**src/rtl/fifo_stream_drain_pkg.sv**
```systemverilog
//------------------------------------------------------------------------------
// Module   : fifo_stream_drain_pkg
// Brief    : Shared constants and types for the FIFO read-side stream drain.
// Revision : 1.0 - initial release
//------------------------------------------------------------------------------
`default_nettype none

package fifo_stream_drain_pkg;

    localparam int c_FIFO_WIDTH = 16;
    localparam int c_PKT_LEN    = 4;
    localparam int c_CNT_WIDTH  = 16;

    typedef logic [c_FIFO_WIDTH-1:0] fifo_data_t;

    // Beat counter width; a single-beat packet still needs a 1-bit register.
    function automatic int beat_width(input int pkt_len);
        return (pkt_len > 1) ? $clog2(pkt_len) : 1;
    endfunction

endpackage

`default_nettype wire

```
**src/rtl/fifo_stream_drain_if.sv**
```systemverilog
//------------------------------------------------------------------------------
// Module   : fifo_stream_drain_if
// Brief    : FIFO read port plus valid/ready stream bundle for the drain block.
// Revision : 1.0 - initial release
//------------------------------------------------------------------------------
`default_nettype none

interface fifo_stream_drain_if #(
    parameter int FIFO_WIDTH = 16,
    parameter int CNT_WIDTH  = 16
);
    logic                  drain_en;
    logic                  fifo_empty;
    logic [FIFO_WIDTH-1:0] fifo_dout;
    logic                  fifo_rd_en;
    logic [FIFO_WIDTH-1:0] m_data;
    logic                  m_valid;
    logic                  m_ready;
    logic                  m_last;
    logic [CNT_WIDTH-1:0]  pkt_count;
    logic                  busy;

    // master: the drain block itself
    modport master (
        input  drain_en, fifo_empty, fifo_dout, m_ready,
        output fifo_rd_en, m_data, m_valid, m_last, pkt_count, busy
    );

    // slave: the FIFO and downstream sink around it
    modport slave (
        output drain_en, fifo_empty, fifo_dout, m_ready,
        input  fifo_rd_en, m_data, m_valid, m_last, pkt_count, busy
    );
endinterface

`default_nettype wire

```
**src/rtl/fifo_stream_drain_skid_buf.sv**
```systemverilog
//------------------------------------------------------------------------------
// Module   : drain_skid_buf
// Brief    : 2-entry in-order skid buffer absorbing the FIFO read latency.
// Revision : 1.0 - initial release
//------------------------------------------------------------------------------
`default_nettype none

module drain_skid_buf #(
    parameter int WIDTH = 16
) (
    input  wire logic             clk,
    input  wire logic             rst,
    input  wire logic             i_push,
    input  wire logic [WIDTH-1:0] i_din,
    input  wire logic             i_pop,
    output logic      [1:0]       o_occ,
    output logic      [WIDTH-1:0] o_head
);

    logic [WIDTH-1:0] r_e0;
    logic [WIDTH-1:0] r_e1;
    logic [1:0]       r_occ;
    logic             w_pop;
    logic             w_push;

    // Pop on an empty buffer or push into a full one is ignored defensively.
    assign w_pop  = i_pop & (r_occ != 2'd0);
    assign w_push = i_push & ((r_occ != 2'd2) | w_pop);

    always_ff @(posedge clk) begin
        if (rst) begin
            r_e0  <= '0;
            r_e1  <= '0;
            r_occ <= 2'd0;
        end else begin
            case ({w_push, w_pop})
                2'b10: begin
                    if (r_occ == 2'd0) begin
                        r_e0 <= i_din;
                    end else begin
                        r_e1 <= i_din;
                    end
                    r_occ <= r_occ + 2'd1;
                end
                2'b01: begin
                    r_e0  <= r_e1;
                    r_occ <= r_occ - 2'd1;
                end
                2'b11: begin
                    // Occupancy unchanged; the new word lands behind the survivor.
                    if (r_occ == 2'd1) begin
                        r_e0 <= i_din;
                    end else begin
                        r_e0 <= r_e1;
                        r_e1 <= i_din;
                    end
                end
                default: begin
                end
            endcase
        end
    end

    assign o_occ  = r_occ;
    assign o_head = r_e0;

endmodule

`default_nettype wire

```
**src/rtl/fifo_stream_drain.sv**
```systemverilog
//------------------------------------------------------------------------------
// Module   : fifo_stream_drain
// Brief    : FIFO read consumer producing a packet-framed valid/ready stream.
// Revision : 1.0 - initial release
//------------------------------------------------------------------------------
`default_nettype none

module fifo_stream_drain
    import fifo_stream_drain_pkg::*;
#(
    parameter int FIFO_WIDTH = c_FIFO_WIDTH,
    parameter int PKT_LEN    = c_PKT_LEN,
    parameter int CNT_WIDTH  = c_CNT_WIDTH
) (
    input  wire logic        clk,
    input  wire logic        rst,
    fifo_stream_drain_if.master bus
);

    localparam int                  c_BEAT_W    = beat_width(PKT_LEN);
    localparam logic [c_BEAT_W-1:0] c_LAST_BEAT = c_BEAT_W'(PKT_LEN - 1);

    logic                  r_inflight;
    logic [c_BEAT_W-1:0]   r_beat;
    logic [CNT_WIDTH-1:0]  r_pkt_count;

    logic [1:0]            w_occ;
    logic [FIFO_WIDTH-1:0] w_head;
    logic                  w_valid;
    logic                  w_pop;
    logic                  w_last;
    logic [2:0]            w_credit;
    logic                  w_rd_en;

    assign w_valid  = (w_occ != 2'd0);
    assign w_pop    = w_valid & bus.m_ready;
    assign w_last   = w_valid & (r_beat == c_LAST_BEAT);

    // Slots committed after this cycle; a pop frees one in time for the next capture.
    assign w_credit = {1'b0, w_occ} + {2'b00, r_inflight} - {2'b00, w_pop};
    assign w_rd_en  = ~rst & bus.drain_en & ~bus.fifo_empty & (w_credit < 3'd2);

    drain_skid_buf #(
        .WIDTH (FIFO_WIDTH)
    ) u_skid (
        .clk    (clk),
        .rst    (rst),
        .i_push (r_inflight),
        .i_din  (bus.fifo_dout),
        .i_pop  (w_pop),
        .o_occ  (w_occ),
        .o_head (w_head)
    );

    always_ff @(posedge clk) begin
        if (rst) begin
            r_inflight  <= 1'b0;
            r_beat      <= '0;
            r_pkt_count <= '0;
        end else begin
            r_inflight <= w_rd_en & ~bus.fifo_empty;
            if (w_pop) begin
                r_beat <= w_last ? '0 : r_beat + 1'b1;
                if (w_last) begin
                    r_pkt_count <= r_pkt_count + 1'b1;
                end
            end
        end
    end

    assign bus.fifo_rd_en = w_rd_en;
    assign bus.m_data     = w_head;
    assign bus.m_valid    = w_valid;
    assign bus.m_last     = w_last;
    assign bus.pkt_count  = r_pkt_count;
    assign bus.busy       = r_inflight | w_valid;

endmodule

`default_nettype wire
```
**src/flat_wrapper.sv**
```systemverilog
// flat-port wrapper written by rule: the top's interface ports become plain ports
module fifo_stream_drain_flat import fifo_stream_drain_pkg::*;
#(
    parameter int FIFO_WIDTH = c_FIFO_WIDTH,
    parameter int PKT_LEN    = c_PKT_LEN,
    parameter int CNT_WIDTH  = c_CNT_WIDTH
)
  (clk, rst, bus_drain_en, bus_fifo_empty, bus_fifo_dout, bus_m_ready, bus_fifo_rd_en, bus_m_data, bus_m_valid, bus_m_last, bus_pkt_count, bus_busy);
  fifo_stream_drain_if #(.FIFO_WIDTH(FIFO_WIDTH), .CNT_WIDTH(CNT_WIDTH)) bus_i ();
  input  wire logic clk;
  input  wire logic rst;
  input wire logic [$bits(bus_i.drain_en)-1:0] bus_drain_en;
  input wire logic [$bits(bus_i.fifo_empty)-1:0] bus_fifo_empty;
  input wire logic [$bits(bus_i.fifo_dout)-1:0] bus_fifo_dout;
  input wire logic [$bits(bus_i.m_ready)-1:0] bus_m_ready;
  output wire logic [$bits(bus_i.fifo_rd_en)-1:0] bus_fifo_rd_en;
  output wire logic [$bits(bus_i.m_data)-1:0] bus_m_data;
  output wire logic [$bits(bus_i.m_valid)-1:0] bus_m_valid;
  output wire logic [$bits(bus_i.m_last)-1:0] bus_m_last;
  output wire logic [$bits(bus_i.pkt_count)-1:0] bus_pkt_count;
  output wire logic [$bits(bus_i.busy)-1:0] bus_busy;
  assign bus_i.drain_en = bus_drain_en;
  assign bus_i.fifo_empty = bus_fifo_empty;
  assign bus_i.fifo_dout = bus_fifo_dout;
  assign bus_i.m_ready = bus_m_ready;
  assign bus_fifo_rd_en = bus_i.fifo_rd_en;
  assign bus_m_data = bus_i.m_data;
  assign bus_m_valid = bus_i.m_valid;
  assign bus_m_last = bus_i.m_last;
  assign bus_pkt_count = bus_i.pkt_count;
  assign bus_busy = bus_i.busy;
  fifo_stream_drain #(.FIFO_WIDTH(FIFO_WIDTH), .PKT_LEN(PKT_LEN), .CNT_WIDTH(CNT_WIDTH)) u_core (.clk(clk), .rst(rst), .bus(bus_i));
endmodule
```
**config.mk**
```make
export PLATFORM = sky130hd
export DESIGN_NAME = fifo_stream_drain_flat
export DESIGN_NICKNAME = d
export VERILOG_FILES = /design/src/rtl/fifo_stream_drain_pkg.sv /design/src/rtl/fifo_stream_drain_if.sv /design/src/rtl/fifo_stream_drain_skid_buf.sv /design/src/rtl/fifo_stream_drain.sv /design/src/flat_wrapper.sv
export SDC_FILE = /design/constraint.sdc
export NUM_CORES = 1
export LEC_CHECK = 0
export ABC_AREA = 1
export BUFFER_PORTS_ARGS = -buffer_cell sky130_fd_sc_hd__clkbuf_2
export CORE_ASPECT_RATIO = 1.5
export CORE_MARGIN = 10
export CORE_UTILIZATION = 57
export CTS_BUF_LIST = sky130_fd_sc_hd__clkbuf_8 sky130_fd_sc_hd__clkbuf_16
export CTS_CLUSTER_DIAMETER = 40
export DETAILED_ROUTE_END_ITERATION = 8
export PLACE_DENSITY = 0.89
export SLEW_MARGIN = 15
export SYNTH_ARGS = -nofsm -noshare
export SYNTH_HDL_FRONTEND = slang
export SYNTH_SLANG_ARGS = --single-unit
```
**constraint.sdc**
```tcl
create_clock -name clk -period 3.05 [get_ports clk]
set_input_delay 0.305 -clock clk [delete_from_list [all_inputs] [get_ports clk]]
set_output_delay 0.305 -clock clk [all_outputs]
set_load 0.005 [all_outputs]
```
# Yosys cells after proc, flatten, opt, wreduce, memory -nomap -nowiden
# Index checks and enable logic that the tools add are counted.
# word_totals
ff_bits	53
inputBits	21
# classes
add_sub_neg	6
n_lt_le_gt_ge	1
eq_ne	9
mux	8
bitwise_logic	12
reduce_logical	8
# op_table
cell	count
16-bit 2-to-1 mux	4
16-bit one-hot mux with 3 select lines	1
16-bit one-hot mux with 2 select lines	1
16-bit by 1-bit adder with 16-bit output, second input constant	1
1-bit bitwise AND	8
2-bit inequality test, second input constant	4
2-bit == test, second input constant	3
2-bit nonzero test	3
2-bit by 1-bit adder with 2-bit output, second input constant	2
2-bit by 1-bit == test with 1-bit output, second input constant	2
2-bit one-hot mux with 2 select lines	1
2-bit AND reduction	2
2-bit by 1-bit adder with 3-bit output	1
3-bit by 2-bit less-than comparator with 1-bit output, second input constant	1
3-bit AND reduction	1
3-bit nonzero test	1
3-bit by 1-bit subtractor with 3-bit output	1
2-bit logical NOT	1
2-bit 2-to-1 mux	1
1-bit inverter	2
1-bit OR	2
2-bit by 1-bit subtractor with 2-bit output, second input constant	1

# Depth between registers and ports, before layout
# logic_depth
word_depth	8
mapped_depth	11
ltp_nobuf	11

# Modules after synthesis
# From an unflattened synthesis, not the netlist that was laid out.
# hier_totals
cells_unflattened	454
area_unflattened_um2	2987.9
# modules_own_cells
module	n_inst	cells_per_inst	area_per_inst_um2
drain_skid_buf	1	293	1865.5
fifo_stream_drain	1	161	1122.3

# Worst setup path after synthesis
# Ideal clock, no wire load.
# synth_timing
path_kind	register to output
start	register u_core.u_skid.r_occ[1] (netlist: u_core.u_skid.o_occ[1])
end	output port bus_fifo_rd_en
arrival_ns	1.911
required_time_ns	2.745
slack_ns	0.834
stages_incl_launch_ff	10
n_path_buf	0
path_cell_list	dfxtp_1 > inv_1 > ha_1 > inv_2 > nand2_1 > nand2_1 > nand3_1 > fa_1 > nand2_1 > nor4_1
# synth_via
elab_chain_cells	5
# synth_rtl
element	line_no	rtl
start: declaration	fifo_stream_drain_skid_buf.sv:22	logic [1:0] r_occ;
start signal: assignment	fifo_stream_drain_skid_buf.sv:43	r_occ <= r_occ + 2'd1;
start signal: assignment	fifo_stream_drain_skid_buf.sv:47	r_occ <= r_occ - 2'd1;
2-bit nonzero test	fifo_stream_drain.sv:35	assign w_valid = (w_occ != 2'd0);
net bus_m_valid	flat_wrapper.sv:18	output wire logic [$bits(bus_i.m_valid)-1:0] bus_m_valid;
1-bit bitwise AND	fifo_stream_drain.sv:36	assign w_pop = w_valid & bus.m_ready;
3-bit by 1-bit subtractor with 3-bit output	fifo_stream_drain.sv:40	assign w_credit = {1'b0, w_occ} + {2'b00, r_inflight} - {2'b00, w_pop};
3-bit by 2-bit less-than comparator with 1-bit output	fifo_stream_drain.sv:41	assign w_rd_en = ~rst & bus.drain_en & ~bus.fifo_empty & (w_credit < 3'd2);
1-bit bitwise AND	fifo_stream_drain.sv:41	
end: declaration	flat_wrapper.sv:16	output wire logic [$bits(bus_i.fifo_rd_en)-1:0] bus_fifo_rd_en;
# The timed path passes the listed nets, and every way through them passes these cells.

# Final worst setup path
# layout_timing
start	register u_core.u_skid.r_occ[0] (netlist: u_core.u_skid.o_occ[0])
end	output port bus_fifo_rd_en
# layout_via
elab_chain_cells	5
# layout_rtl
element	line_no
parallel branches: the longest is 2 deep, another holds 2-bit by 1-bit adder with 3-bit output	--
3-bit by 1-bit subtractor with 3-bit output (*)	fifo_stream_drain.sv:40
3-bit by 2-bit less-than comparator with 1-bit output (*)	fifo_stream_drain.sv:41
1-bit bitwise AND (*)	fifo_stream_drain.sv:41
# Every way passes the cells marked *.

==> metrics.md <==
| Metric | Value |
|---|---|
| PwrDens | `779.7 nW/um^2` |
| Fillers | `around 350` |
| Width of the die | `roughly 73 um` |
| Worst Clk Skew | `9.800 ps` |
| Post-synthesis async set-or-reset flop share | `0%` |
| Most common cell in the netlist | `nor2_1` |
| Post-place setup slack | `about 580 ps` |
| Sum of negative setup slack | `0 ps` |
| Crit-path max cell delay | `490 ps` |
| Max Root-Sink Buffers | `2` |
| RSZ-0062 raised after global routing | `no` |
| Vias in the first global route | `2,225` |
| Number of synthesized flops with an enable pin | `0` |
| Post-route setup slack | `288.9 ps` |
| Final period utilization | `~91%` |
| H-Tree Depth | `2` |
| Final nets | `roughly 420` |
| CORE AREA | `4173 um^2` |
| Worst-path clk slew | `roughly 90 ps` |
| Crit. Startpoint | `u_core.u_skid.o_occ[0]` |
| Worst endpoint required time | `2740 ps` |
| Register bit total from synthesis | `53` |
| Crit path to | `bus_fifo_rd_en` |
| Total gr overflow | `0` |
| Site row count | `29` |
| Most used cell, CP | `nand2_1` |
| Initial core utilization | `58.59%` |
| Residual DRC | `0` |
| I/O pin cnt | `57` |
| I/O Buffers | `56` |
| Total Routed Length | `5.424 mm` |
| Sequential fraction of the synthesis area | `43.40%` |
| YS warnings | `0` |
| Hold/Removal Path Class | `in -> reg` |
| Post-DP HPWL | `around 4 mm` |
| Slew @ Worst Pin | `1021 ps` |
| First-pass GRT wire length | `roughly 9.4 mm` |
| Avg Inst Size Synth | `7.191 um^2` |
| CP Cell Sequence | `inv_1 -> ha_1 -> inv_2 -> nand2_1 -> nand2_1 -> nand3_1 -> fa_1 -> nand2_1 -> nor4_1 -> clkbuf_2` |
| Largest area contributor in the netlist | `dfxtp_1` |
| Worst r2r src | `u_core.u_skid.o_occ[0]` |
| Worst setup path class | `reg -> out` |
| Final min period | `2761 ps` |
| Worst reg2reg endpoint | `u_core.u_skid.o_head[15]` |
| Hold_buf cts | `0` |
| Syn Std Cell Area | `2445 um^2` |
| Syn Nets | `367` |
| # setup viols final | `0` |
| Vias | `2,261` |
| Distinct cells, synth | `29` |
| Area of the multi-input gates | `1154 um^2` |
| TritonCTS buffer count | `5` |
| Initial antenna violation count | `0` |
| Crit. path cell count | `10` |
| Largest net degree at the start of global routing | `42` |
| Vias per inst | `5.162` |
| R2r setup slk | `about 850 ps` |
| Top cells by count, synth | `61 x nor2_1, 56 x nand2_1, 53 x dfxtp_1, 45 x o21ai_0, 38 x inv_1` |
| Yosys top cell area share | `43.40%` |
| Ranking of synthesized cells by area | `dfxtp_1 43%, nor2_1 9.4%, o21ai_0 9.2%` |
| Fmax | `0.3622 GHz` |
| CTS root buffer | `clkbuf_8` |
| CTS tree | `done` |
| Lkg Pwr | `about 0.0013 uW` |
| Pins over their slew limit | `0` |
| Register area | `1062 um^2` |
| Share of layout cells above drive strength 1 | `19.39%` |
| Post-Syn Instances | `340` |
| Worst Path Buf+Inv | `3` |
| WP data arrival | `2460 ps` |
| Max-cap viol count | `0` |
| CP max FO | `6` |
| Critical path endpoint category | `output port` |
| 1st-iter DRT viols | `110` |
| R2R depth | `7` |
| TritonRoute pass-1 iters | `4` |
| CTS sink cnt | `between 50 and 60` |
| Fin. Hold Viols | `0` |
| ANT cells | `0` |
| Post-CTS Setup Repair Bufs | `0` |
| Die height | `100.2 um` |
| Post-route ant nets | `0` |
| GRT Total Usage | `15.15%` |
| Die ar. | `~7400 um^2` |
| Synth Flop Type | `dfxtp_1` |
| CP startpoint kind | `flop` |
| Final GP Congestion | `0.8218` |
| Slowest CP cell | `fa_1` |
| Wirelength per Cell | `12.38 um` |
| Worst skew pair latency | `between 300 and 400 ps` |
| Area grow syn2layout | `15.87%` |
| Outcome | `completed` |
| Kind of cell adding the most delay to the critical path | `adder cells` |
| Post_cts resized | `0` |
| Worst rel slew slack | `31.88%` |
| Maximum vdd ir drop | `0.6107 mV` |
-- stage by stage --
stage | hold slack (ps) | power, uW | area (um^2) | utilization (%) | instances
after floorplan | 382.9 | 1497 | 2445 | - | 340
after global placement | 456.9 | 1713 | 2719 | 65.16 | 430
after detailed placement | 469.8 | 1747 | 2719 | 65.16 | 430
after CTS | 170.3 | 2234 | 2831 | 67.86 | 438
after global routing | 178.4 | 2397 | 2833 | 67.89 | 438
final | 172.7 | 2209 | 2833 | 67.89 | 438
-- final cells by class --
cell class,count,share of cell area [%]
Clock inverter,3,1.546
Sequential cell,53,37.50
Timing Repair Buffer,57,10.16
Clock buffer,5,2.429
Multi-Input combinational cell,233,40.72
Inverter,41,5.610
Tap cell,46,2.032
-- worst min-delay path by stage --
| stage | startpoint | endpoint | slack, ps | depth (start not counted) |
|---|---|---|---|---|
| after global routing | bus_fifo_empty | u_core.r_inflight | 180 | 2 |
| final | bus_fifo_empty | u_core.r_inflight | 170 | 2 |
| after detailed placement | u_core.u_skid.r_e1[13] | u_core.u_skid.r_e1[13] | 470 | 2 |
| after floorplan | rst | u_core.r_inflight | 380 | 1 |
| after global placement | u_core.u_skid.r_e1[15] | u_core.u_skid.r_e1[15] | 460 | 2 |
| after CTS | bus_fifo_empty | u_core.r_inflight | 170 | 2 |
-- routing by layer --
metal  share of wire, %  routed length (um)  GRT usage (%)  up-vias
li1                   -                   -              -     1185
met5                  0                   0              0        -
met3                7.5                 405          5.133        6
met4                1.2                  64          4.748        0
met2                 51                2783          27.63       41
met1                 40                2170          15.41     1029
-- worst reg2reg max path: stages, from the launching register on --
cell     delay [ps]
dfxtp_1         340
inv_1           130
ha_1            340
inv_2           100
nand2_1         150
nand2_1         540
o21ai_0         380
a21oi_1          70
-- state kept, by name (all words and copies together), names as in the netlist --
name and flops:
u_core.u_skid.o_occ 2, u_core.bus.pkt_count 16, u_core.r_inflight 1, u_core.u_skid.r_e1 16, u_core.u_skid.o_head 16, u_core.r_beat 2
-- power breakdown --
part | leakage, uW | internal [uW] | total [uW] | switching, uW
Sequential | 0.000431 | 858 | 949 | 91.0
Clock | 0.0000585 | 246 | 482 | 236
Combinational | 0.000857 | 295 | 778 | 483
Total | 0.00135 | 1400 | 2210 | 809
-- cell usage in the layout, fill, tap and decap left out, drive strengths merged, types with 3 or more instances in the layout --
master and count:
xor2 4, ha 5, a21oi 25, dfxtp 53
nand2 58, o21ai 56, inv 42, clkbuf 61
nand3 8, nor2 64, nand4 3
-- logic make-up (layout without fill, tap and decap cells) --
logic type      count (synthesis)  in the layout  synth area share (%)
compound gates                 85             85                 17.96
xor+xnor                        4              4                 1.433
fa+ha+maj                       6              6                 3.378
buf+inv                        54            106                 9.417
flops                          53             53                 43.40
simple gates                  138            138                 24.41
(Power assumes the default switching activity.)
